--- config.mk ---
export PLATFORM = sky130hd
export DESIGN_NAME = xyolo_int_seq_flat
export DESIGN_NICKNAME = d
export VERILOG_FILES = /design/src/rtl/xyolo_int_seq_if.sv /design/src/rtl/xyolo_int_seq.sv /design/src/flat_wrapper.sv
export SDC_FILE = /design/constraint.sdc
export NUM_CORES = 1
export LEC_CHECK = 0
export ABC_AREA = 1
export CORE_ASPECT_RATIO = 0.75
export CORE_MARGIN = 2
export CORE_UTILIZATION = 30
export CTS_CLUSTER_SIZE = 10
export DETAILED_ROUTE_END_ITERATION = 10
export SKIP_LAST_GASP = 1
export SLEW_MARGIN = 20
export SYNTH_ARGS = -nofsm -noshare
export SYNTH_HDL_FRONTEND = slang
export SYNTH_SLANG_ARGS = --single-unit
--- constraint.sdc ---
create_clock -name clk -period 3.3 [get_ports clk]
set_input_delay 0.825 -clock clk [delete_from_list [all_inputs] [get_ports clk]]
set_output_delay 0.825 -clock clk [all_outputs]
set_load 0.01 [all_outputs]
--- src/rtl/xyolo_int_seq_if.sv ---
// Port bundle of the yolo write-stage internal sequencer: run/done, configuration,
// vread tap-read port, xyolo load strobes and vwrite result-write port.
interface xyolo_int_seq_if #(
  parameter int MEM_ADDR_W    = 10,
  parameter int VWRITE_ADDR_W = 10,
  parameter int PERIOD_W      = 10
);
  logic                     run;
  logic                     done;
  logic [MEM_ADDR_W-1:0]    cfg_iter;
  logic [PERIOD_W-1:0]      cfg_per;
  logic [MEM_ADDR_W-1:0]    cfg_rd_start;
  logic [MEM_ADDR_W-1:0]    cfg_rd_incr;
  logic [MEM_ADDR_W-1:0]    cfg_rd_shift;
  logic [VWRITE_ADDR_W-1:0] cfg_wr_start;
  logic [VWRITE_ADDR_W-1:0] cfg_wr_incr;
  logic                     cfg_maxpool;
  logic                     vread_enB;
  logic [MEM_ADDR_W-1:0]    vread_addrB;
  logic                     ld_acc;
  logic                     ld_mp;
  logic                     ld_res;
  logic                     vwrite_enB;
  logic [VWRITE_ADDR_W-1:0] vwrite_addrB;

  modport master (
    output run, cfg_iter, cfg_per, cfg_rd_start, cfg_rd_incr, cfg_rd_shift,
           cfg_wr_start, cfg_wr_incr, cfg_maxpool,
    input  done, vread_enB, vread_addrB, ld_acc, ld_mp, ld_res, vwrite_enB, vwrite_addrB
  );

  modport slave (
    input  run, cfg_iter, cfg_per, cfg_rd_start, cfg_rd_incr, cfg_rd_shift,
           cfg_wr_start, cfg_wr_incr, cfg_maxpool,
    output done, vread_enB, vread_addrB, ld_acc, ld_mp, ld_res, vwrite_enB, vwrite_addrB
  );
endinterface

--- src/rtl/xyolo_int_seq.sv ---
// Internal-port sequencer for the yolo write stage: issues ITER x PER tap reads and
// delay-aligns the xyolo load strobes and result writes to the vread + xyolo pipeline.
//
//  state   | meaning
//  --------+------------------------------------------------------------
//  S_IDLE  | done=1, outputs quiet, waiting for run
//  S_ISSUE | one tap read per cycle until ITER*PER reads are issued
//  S_DRAIN | no new reads; in-flight tags and the last write retire
module xyolo_int_seq #(
  parameter int MEM_ADDR_W    = 10,
  parameter int VWRITE_ADDR_W = 10,
  parameter int PERIOD_W      = 10,
  parameter int RD_LAT        = 2,
  parameter int RES_LAT       = 2
) (
  input  logic            clk,
  input  logic            rst,
  xyolo_int_seq_if.slave  bus
);

  localparam int RES_DLY = RD_LAT + RES_LAT;
  localparam int DRAIN_W = $clog2(RES_DLY + 1) + 1;

  typedef enum logic [1:0] {
    S_IDLE  = 2'd0,
    S_ISSUE = 2'd1,
    S_DRAIN = 2'd2
  } state_t;

  state_t state, state_nx;

  logic [MEM_ADDR_W-1:0]    iter_r;
  logic [PERIOD_W-1:0]      per_r;
  logic [MEM_ADDR_W-1:0]    rd_incr_r;
  logic [MEM_ADDR_W-1:0]    rd_shift_r;
  logic [VWRITE_ADDR_W-1:0] wr_incr_r;
  logic                     maxpool_r;

  logic [PERIOD_W-1:0]      tap;
  logic [MEM_ADDR_W-1:0]    outp;
  logic [MEM_ADDR_W-1:0]    rd_addr;
  logic [VWRITE_ADDR_W-1:0] wr_addr;
  logic [DRAIN_W-1:0]       drain_cnt;

  logic [RD_LAT-1:0]        first_sr;
  logic [RES_DLY-1:0]       last_sr;
  logic [1:0]               mp_cnt;
  logic                     wr_pend;

  logic issue;
  logic tap_first;
  logic tap_last;
  logic out_last;
  logic cfg_zero;
  logic ld_acc;
  logic ld_res;
  logic ld_mp;

  assign issue     = (state == S_ISSUE);
  assign tap_first = (tap == '0);
  assign tap_last  = (tap == per_r - PERIOD_W'(1));
  assign out_last  = (outp == iter_r - MEM_ADDR_W'(1));
  assign cfg_zero  = (bus.cfg_iter == '0) || (bus.cfg_per == '0);

  assign ld_acc = first_sr[RD_LAT-1];
  assign ld_res = last_sr[RES_DLY-1];
  assign ld_mp  = ld_res & maxpool_r & (mp_cnt == 2'd0);

  always_ff @(posedge clk) begin
    if (rst) begin
      state <= S_IDLE;
    end else begin
      state <= state_nx;
    end
  end

  always_comb begin
    state_nx = state;
    case (state)
      S_IDLE: begin
        if (bus.run) begin
          state_nx = cfg_zero ? S_DRAIN : S_ISSUE;
        end
      end
      S_ISSUE: begin
        if (tap_last && out_last) begin
          state_nx = S_DRAIN;
        end
      end
      S_DRAIN: begin
        if (drain_cnt == '0) begin
          state_nx = S_IDLE;
        end
      end
      default: state_nx = S_IDLE;
    endcase
  end

  // Tag pipeline: first/last markers travel with each read to the xyolo input and result.
  always_ff @(posedge clk) begin
    if (rst) begin
      first_sr <= '0;
      last_sr  <= '0;
      wr_pend  <= 1'b0;
    end else begin
      first_sr <= (first_sr << 1) | RD_LAT'(issue && tap_first);
      last_sr  <= (last_sr << 1) | RES_DLY'(issue && tap_last);
      wr_pend  <= ld_res && (!maxpool_r || (mp_cnt == 2'd3));
    end
  end

  always_ff @(posedge clk) begin
    if (rst) begin
      iter_r     <= '0;
      per_r      <= '0;
      rd_incr_r  <= '0;
      rd_shift_r <= '0;
      wr_incr_r  <= '0;
      maxpool_r  <= 1'b0;
      tap        <= '0;
      outp       <= '0;
      rd_addr    <= '0;
      wr_addr    <= '0;
      drain_cnt  <= '0;
      mp_cnt     <= 2'd0;
    end else begin
      if (ld_res && maxpool_r) begin
        mp_cnt <= mp_cnt + 2'd1;
      end
      if (wr_pend) begin
        wr_addr <= wr_addr + wr_incr_r;
      end
      case (state)
        S_IDLE: begin
          if (bus.run) begin
            iter_r     <= bus.cfg_iter;
            per_r      <= bus.cfg_per;
            rd_incr_r  <= bus.cfg_rd_incr;
            rd_shift_r <= bus.cfg_rd_shift;
            wr_incr_r  <= bus.cfg_wr_incr;
            maxpool_r  <= bus.cfg_maxpool;
            tap        <= '0;
            outp       <= '0;
            rd_addr    <= bus.cfg_rd_start;
            wr_addr    <= bus.cfg_wr_start;
            drain_cnt  <= '0;
            mp_cnt     <= 2'd0;
          end
        end
        S_ISSUE: begin
          if (tap_last) begin
            tap     <= '0;
            outp    <= outp + MEM_ADDR_W'(1);
            rd_addr <= rd_addr + rd_incr_r + rd_shift_r;
            if (out_last) begin
              // Holds DRAIN until the last read's result write has been issued.
              drain_cnt <= DRAIN_W'(RES_DLY);
            end
          end else begin
            tap     <= tap + PERIOD_W'(1);
            rd_addr <= rd_addr + rd_incr_r;
          end
        end
        S_DRAIN: begin
          if (drain_cnt != '0) begin
            drain_cnt <= drain_cnt - DRAIN_W'(1);
          end
        end
        default: begin
          drain_cnt <= '0;
        end
      endcase
    end
  end

  assign bus.done         = (state == S_IDLE);
  assign bus.vread_enB    = issue;
  assign bus.vread_addrB  = issue ? rd_addr : '0;
  assign bus.ld_acc       = ld_acc;
  assign bus.ld_res       = ld_res;
  assign bus.ld_mp        = ld_mp;
  assign bus.vwrite_enB   = wr_pend;
  assign bus.vwrite_addrB = wr_pend ? wr_addr : '0;

endmodule

--- src/flat_wrapper.sv ---
// flat-port wrapper written by rule: the top's interface ports become plain ports
module xyolo_int_seq_flat 
#(
  parameter int MEM_ADDR_W    = 10,
  parameter int VWRITE_ADDR_W = 10,
  parameter int PERIOD_W      = 10,
  parameter int RD_LAT        = 2,
  parameter int RES_LAT       = 2
)
  (clk, rst, bus_run, bus_cfg_iter, bus_cfg_per, bus_cfg_rd_start, bus_cfg_rd_incr, bus_cfg_rd_shift, bus_cfg_wr_start, bus_cfg_wr_incr, bus_cfg_maxpool, bus_done, bus_vread_enB, bus_vread_addrB, bus_ld_acc, bus_ld_mp, bus_ld_res, bus_vwrite_enB, bus_vwrite_addrB);
  xyolo_int_seq_if #(.MEM_ADDR_W(MEM_ADDR_W), .VWRITE_ADDR_W(VWRITE_ADDR_W), .PERIOD_W(PERIOD_W)) bus_i ();
  input  logic clk;
  input  logic rst;
  input wire logic [$bits(bus_i.run)-1:0] bus_run;
  input wire logic [$bits(bus_i.cfg_iter)-1:0] bus_cfg_iter;
  input wire logic [$bits(bus_i.cfg_per)-1:0] bus_cfg_per;
  input wire logic [$bits(bus_i.cfg_rd_start)-1:0] bus_cfg_rd_start;
  input wire logic [$bits(bus_i.cfg_rd_incr)-1:0] bus_cfg_rd_incr;
  input wire logic [$bits(bus_i.cfg_rd_shift)-1:0] bus_cfg_rd_shift;
  input wire logic [$bits(bus_i.cfg_wr_start)-1:0] bus_cfg_wr_start;
  input wire logic [$bits(bus_i.cfg_wr_incr)-1:0] bus_cfg_wr_incr;
  input wire logic [$bits(bus_i.cfg_maxpool)-1:0] bus_cfg_maxpool;
  output wire logic [$bits(bus_i.done)-1:0] bus_done;
  output wire logic [$bits(bus_i.vread_enB)-1:0] bus_vread_enB;
  output wire logic [$bits(bus_i.vread_addrB)-1:0] bus_vread_addrB;
  output wire logic [$bits(bus_i.ld_acc)-1:0] bus_ld_acc;
  output wire logic [$bits(bus_i.ld_mp)-1:0] bus_ld_mp;
  output wire logic [$bits(bus_i.ld_res)-1:0] bus_ld_res;
  output wire logic [$bits(bus_i.vwrite_enB)-1:0] bus_vwrite_enB;
  output wire logic [$bits(bus_i.vwrite_addrB)-1:0] bus_vwrite_addrB;
  assign bus_i.run = bus_run;
  assign bus_i.cfg_iter = bus_cfg_iter;
  assign bus_i.cfg_per = bus_cfg_per;
  assign bus_i.cfg_rd_start = bus_cfg_rd_start;
  assign bus_i.cfg_rd_incr = bus_cfg_rd_incr;
  assign bus_i.cfg_rd_shift = bus_cfg_rd_shift;
  assign bus_i.cfg_wr_start = bus_cfg_wr_start;
  assign bus_i.cfg_wr_incr = bus_cfg_wr_incr;
  assign bus_i.cfg_maxpool = bus_cfg_maxpool;
  assign bus_done = bus_i.done;
  assign bus_vread_enB = bus_i.vread_enB;
  assign bus_vread_addrB = bus_i.vread_addrB;
  assign bus_ld_acc = bus_i.ld_acc;
  assign bus_ld_mp = bus_i.ld_mp;
  assign bus_ld_res = bus_i.ld_res;
  assign bus_vwrite_enB = bus_i.vwrite_enB;
  assign bus_vwrite_addrB = bus_i.vwrite_addrB;
  xyolo_int_seq #(.MEM_ADDR_W(MEM_ADDR_W), .VWRITE_ADDR_W(VWRITE_ADDR_W), .PERIOD_W(PERIOD_W), .RD_LAT(RD_LAT), .RES_LAT(RES_LAT)) u_core (.clk(clk), .rst(rst), .bus(bus_i));
endmodule
==> reports/metrics.cfg <==
[placement]
pre_cts_slack_ns=0.145
gp_congestion=0.868
numPortBuffers=99
placed_cell_area_um2=7990
hpwl_um=14200

[route]
drt-total-wl_um=19000
num_vias=6473
via_per_inst=4.69
antenna_left=0
drtIter0Drc=369
wl_per_cell_um=13.7
drt_pass1_iterations=5
drc=0

[global_routing]
grt_overflow_total=0
antenna_found_initial=0
grt_pass1_wl_um=31600
grt_max_degree=76
grt_util_all_layers_pct=16.7
grt_pass1_vias=6215

[cts]
cts_setup_buffers=0
cts_sinks=106
clockBufferDepth=2
holdBufCountCts=0
path_clk_slew_ns=0.07
cts.repair.resized=0
root_buffer=clkbuf_16
h-tree-depth=3
cts_inserted_buffers=9
cts_tree=done
clk_latency_ns=0.36

[layout]
ff_latch_area_um2=2120
antennaDiodeCount=0
final_nets=1196
syn2layout_area_growth_pct=23.6
stdcell_area_um2=8350
fill_cells=2416
drive_above_1_share_pct=7.27
multiInputGateArea_um2=4020

[pwr]
power_density_nw_per_um2=722
leakage_nw=3.77
ir_drop_uv=302

[logic_synthesis]
synthArstFlopShare_pct=0
syn_nets=1113
ys_warn_count=0
synth-edff-count=0
ys_seq_elements=106
synthTopCellsByArea=dfxtp_1, nand2_1, nor2_1, ha_1, inv_1
synthCells=998
synth_top_cell_area_share_pct=31.4
yosys-top-cells-count=nand2_1, nor2_1, inv_1, dfxtp_1, a21oi_1
yosysMostFrequentCell=nand2_1
synth_flop_cell=dfxtp_1
synth_area_um2=6760
synth_cell_types=47
avgSynthCellArea_um2=6.77
yosysTopAreaCell=dfxtp_1
yosysSeqAreaShare_pct=31.4

[min_path]
hold_end=u_core.last_sr[2]
worstHoldPathType=register to register
min_delay_path_depth=2
hp-start=u_core.last_sr[1]

[run]
cap_violations=0

[outcome]
status=complete, no violations

[floorplan]
die_w_um=177
fp.dieH_um=134
die_area_um2=23700
rows=47
io_pins=100
fp.coreArea_um2=22100
initial_core_util_pct=30.6

[critical_path]
worstPathMaxFanout=5
start_kind=register
slowest_delay_ns=0.42
r2r_slack_ns=0.29
timing.rr.end=u_core.rd_addr[9]
reg2regPathDepth=20
required_ns=3.60
worstPathArrival_ns=3.31
slowest_stage=fa_1
endpoint_kind=register
cp_cell_sequence=ha_2 > fa_1 > a21oi_2 > o21bai_2 > a21oi_2 > xor2_2 > inv_1 > ha_4 > nand2_1 > nor2_2 > nand3_1 > nand3_1 > nand2_1 > nand2_1 > nand3_1 > nand2_1 > nand2_1 > nand2_1 > nand2_1 > a21oi_1
worstReg2RegStart=u_core.rd_addr[0]
timing.critical_path.mode_cell=nand2_1
path_class=register to register

[timing]
relSlewSlack_pct=48.2
clock.fmax_mhz=332
worst_slack_ns=0.288
fin_setup_tns_ns=0
rsz0062_at_grt=true
worst_slew_pin_slew_ns=0.776
timing.final.crit_share_pct=91.3
min_period_ns=3.01
fin_skew_ns=0.00997
hold_viol=0
slew_viol_final=0
finalSetupViolations=0

[state kept, by name (all words and copies together), names as in the netlist, 10 cells and up]
signal / flops
u_core.iter_r: 10
u_core.outp: 10
u_core.per_r: 10
u_core.rd_addr: 10
u_core.rd_incr_r: 10
u_core.rd_shift_r: 10
u_core.tap: 10
u_core.wr_addr: 10
u_core.wr_incr_r: 10
[kinds of logic after synthesis]
group / count (synthesis) / share of synthesized area, %
and+or+nand+nor: 471 / 31.0
AOI/OAI and AO/OA: 173 / 13.8
buffers and inverters: 162 / 10.1
DFF: 106 / 31.4
xor gates and xnor gates: 45 / 5.83
adders and majority gates: 41 / 7.93
[layer usage]
metal | up-vias | part of all wire [%] | GRT usage [%]
met3 | 14 | 4.5 | 3.49
met4 | 0 | 1.1 | 3.46
met1 | 2944 | 54 | 24.5
li1 | 3383 | - | -
met2 | 132 | 41 | 25.0
met5 | - | 0 | 0
[where the power goes]
group	switching, mW	internal (mW)
Sequential	0.241	1.57
Clock	0.503	0.572
Combinational	1.93	1.21
Total	2.67	3.36
[how the worst max path moves through the flow]
stage | from | cells after the start | end | slack [ns]
final | u_core.rd_addr[0] | 20 | u_core.rd_addr[9] | 0.29
after global routing | u_core.rd_addr[4] | 22 | u_core.rd_addr[9] | -0.006
after CTS | u_core.rd_addr[0] | 20 | u_core.rd_addr[9] | 0.13
after detailed placement | u_core.rd_addr[0] | 20 | u_core.rd_addr[9] | 0.14
after global placement | u_core.rd_addr[0] | 19 | u_core.rd_addr[9] | 0.26
after floorplan | u_core.rd_addr[0] | 18 | u_core.rd_addr[7] | 0.44
[metrics by stage]
step | utilization (%) | total power [mW] | std cells | hold slack, ns
3_3_place_gp | 36.1 | 4.80 | 1364 | 0.393
6_report | 37.8 | 6.03 | 1380 | 0.402
2_1_floorplan | - | 4.10 | 998 | 0.388
5_1_grt | 37.8 | 6.58 | 1380 | 0.428
4_1_cts | 37.5 | 5.96 | 1380 | 0.404
3_5_place_dp | 36.1 | 4.85 | 1364 | 0.395
[worst max-delay path, delay by kind of cell, from the launching register on]
| kind | cells | cell delay [ns] |
|---|---|---|
| AO/OA/AOI/OAI | 4 | 0.56 |
| AND/OR/NAND/NOR | 11 | 0.84 |
| XOR/XNOR | 1 | 0.18 |
| flip-flops | 1 | 0.34 |
| adder cells (fa/ha/maj) | 3 | 0.94 |
| buffers and inverters | 1 | 0.09 |
[cell usage in the layout, fill, tap and decap left out, drive strengths merged, types with 2 or more instances in the layout]
master / count
nand2: 193
nor2: 155
inv: 123
dfxtp: 106
clkdlybuf4s50: 99
a21oi: 78
o21ai: 76
nand3: 70
ha: 38
xor2: 29
nand4: 16
xnor2: 16
or2: 14
nor3: 12
clkbuf: 12
buf: 10
nor4: 6
a21o: 6
clkinv: 4
nor3b: 3
a31oi: 3
fa: 3
o21bai: 3
nand3b: 2
a31o: 2
o211ai: 2
clkinvlp: 2
[area by class of cell]
cell class / count / area share, %
clock buffer: 12 / 3.19
tap: 294 / 4.41
inverter: 125 / 5.62
multi-input combinational: 730 / 48.1
sequential: 106 / 25.4
timing repair buffer: 109 / 12.9
clock inverter: 4 / 0.300
(Power assumes the default switching activity.)
==> RTL change: new RTL, same flow settings <==
`RES_LAT` is set to 2 in 2 places; all go to 4.
--- a/src/rtl/xyolo_int_seq.sv
+++ b/src/rtl/xyolo_int_seq.sv
@@ -11,7 +11,7 @@
   parameter int VWRITE_ADDR_W = 10,
   parameter int PERIOD_W      = 10,
   parameter int RD_LAT        = 2,
-  parameter int RES_LAT       = 2
+  parameter int RES_LAT       = 4
 ) (
   input  logic            clk,
   input  logic            rst,
--- a/src/flat_wrapper.sv
+++ b/src/flat_wrapper.sv
@@ -5,7 +5,7 @@
   parameter int VWRITE_ADDR_W = 10,
   parameter int PERIOD_W      = 10,
   parameter int RD_LAT        = 2,
-  parameter int RES_LAT       = 2
+  parameter int RES_LAT       = 4
 )
   (clk, rst, bus_run, bus_cfg_iter, bus_cfg_per, bus_cfg_rd_start, bus_cfg_rd_incr, bus_cfg_rd_shift, bus_cfg_wr_start, bus_cfg_wr_incr, bus_cfg_maxpool, bus_done, bus_vread_enB, bus_vread_addrB, bus_ld_acc, bus_ld_mp, bus_ld_res, bus_vwrite_enB, bus_vwrite_addrB);
   xyolo_int_seq_if #(.MEM_ADDR_W(MEM_ADDR_W), .VWRITE_ADDR_W(VWRITE_ADDR_W), .PERIOD_W(PERIOD_W)) bus_i ();
Formal check against the unedited RTL: not equivalent (Yosys sat finds a counterexample within 10 cycles, from zero or initial values and one cycle with rst high).
==> RTL change against the original RTL <==
Area after synthesis down 1.9%. Via count down 0.97%. Combinational power down 7.6%. Non-clock buffer count up 1. Total power down 3.5%. Design area down 1.2%. Worst setup slack worse by 28 ps. Global-route usage down 0.81 points. Routed wire length down 3.5%. Core utilization about the same. First-iteration DRC count up 15%. Sequential cell count up 2.
==> RTL change: results (changes against the original RTL) <==
| Metric | Value |
|---|---|
| Global-route usage over all layers | `15.87% (-0.81 points)` |
| Run status | `finished clean` |
| Endpoint arrival time on the critical path | `3350 ps (+40 ps)` |
| HPWL reported at the end of detailed placement | `13530 µm (-4.8%)` |
| Largest stage delay on the critical path | `440 ps (+20 ps)` |
| M3 GR Usage | `3.793% (+0.31 points)` |
| Wire length per cell after detailed routing | `13.47 µm (-1.9%)` |
| Sum of met3 wire segment lengths after detailed routing | `860 µm (+0.58%)` |
| Most frequent cells after synthesis | `sky130_fd_sc_hd__nand2_1, sky130_fd_sc_hd__nor2_1, sky130_fd_sc_hd__inv_1` |
| Global-route wire length before repair | `29950 µm (-5.1%)` |
| Sequential area share after synthesis | `32.62% (+1.2 points)` |
| Maximum fanout count along the critical path | `4 (-1)` |
| Share of layout cells above drive strength 1 | `5.075% (-2.2 points)` |
| Placement Cell Area | `0.007923 mm² (-0.88%)` |
| Pin count of the biggest net entering global routing | `81 (+6.6%)` |
| Met2 global-route usage | `24.08% (-0.91 points)` |
| Distinct cells, synth | `44 (-6.4%)` |
| Final-stage net count | `1174 (-1.8%)` |
| Worst clock skew | `10.82 ps (+0.8483 ps)` |
| Pre-CTS worst setup slack | `161.3 ps (+16.44 ps)` |
| Wire length on met1 | `9711 µm (-4.2%)` |
| Initial detailed-routing violation count | `425 (+15%)` |
| Syn nets | `1090 (-2.1%)` |
| Average instance area after synthesis | `6.798 µm² (+0.43%)` |
| Leakage | `3.579 nW (-5.2%)` |
-- RTL change: changes by cell type after synthesis, moves of 7 or more --
cell	unedited run	this run
sky130_fd_sc_hd__clkbuf_1	22	29
sky130_fd_sc_hd__nand2_1	184	177
sky130_fd_sc_hd__nand3_1	66	57
sky130_fd_sc_hd__nor2_1	149	132
sky130_fd_sc_hd__o211ai_1	0	11
sky130_fd_sc_hd__o21ai_0	72	82
-- RTL change: what timing repair did --
| item | in CTS | in global routing |
|---|---|---|
| setup endpoints to repair | 0 | 2 |
| hold buffers | 0 | 0 |
| resized for setup | 0 | 4 |
| setup buffers | 0 | 1 |
-- RTL change: where the power goes --
group          internal [mW]  switching [mW]  total, mW
combinational           1.13            1.77       2.90
sequential              1.59           0.244       1.84
clock                  0.532           0.549       1.08
-- RTL change: layout make-up --
| class | instances | area share [%] |
|---|---|---|
| clock buffers | 9 | 2.730 |
| clock inverters | 7 | 0.7887 |
| inverters | 125 | 5.688 |
| multi-input cells | 705 | 46.81 |
| flip-flops and latches | 108 | 26.21 |
| well taps | 294 | 4.459 |
| repair buffers | 110 | 13.32 |
-- RTL change: worst register-to-register path, cell delays in order (launching register included) --
cell	delay, ps
sky130_fd_sc_hd__dfxtp_1	330
sky130_fd_sc_hd__ha_1	260
sky130_fd_sc_hd__fa_1	440
sky130_fd_sc_hd__a21oi_2	170
sky130_fd_sc_hd__o21bai_1	130
sky130_fd_sc_hd__xnor2_1	250
sky130_fd_sc_hd__inv_1	70
sky130_fd_sc_hd__ha_1	330
sky130_fd_sc_hd__a21oi_1	140
sky130_fd_sc_hd__o21ai_0	120
sky130_fd_sc_hd__a21oi_1	200
sky130_fd_sc_hd__nor2_1	60
sky130_fd_sc_hd__nor2_1	110
sky130_fd_sc_hd__xor2_1	150
sky130_fd_sc_hd__nand2_1	60
sky130_fd_sc_hd__nand3_1	80
sky130_fd_sc_hd__nand2_1	50
sky130_fd_sc_hd__inv_1	40
-- RTL change: worst paths after layout --
path	startpoint	to	slack (ps)	cells after the start
max	u_core.rd_addr[0]	u_core.rd_addr[7]	260	17
max reg2reg	u_core.rd_addr[0]	u_core.rd_addr[7]	260	17
min	u_core.last_sr[4]	u_core.last_sr[5]	390	2
min reg2reg	u_core.last_sr[4]	u_core.last_sr[5]	390	2
-- RTL change: cell families (layout without fill, tap and decap cells) --
kind of cell	Yosys count	after routing	share of synthesized area (%)
AOI/OAI and AO/OA	196	196	15.91
xor gates and xnor gates	46	46	6.079
adders and majority gates	41	41	8.080
buffers and inverters	162	251	9.590
DFF	108	108	32.62
and+or+nand+nor	422	422	27.71
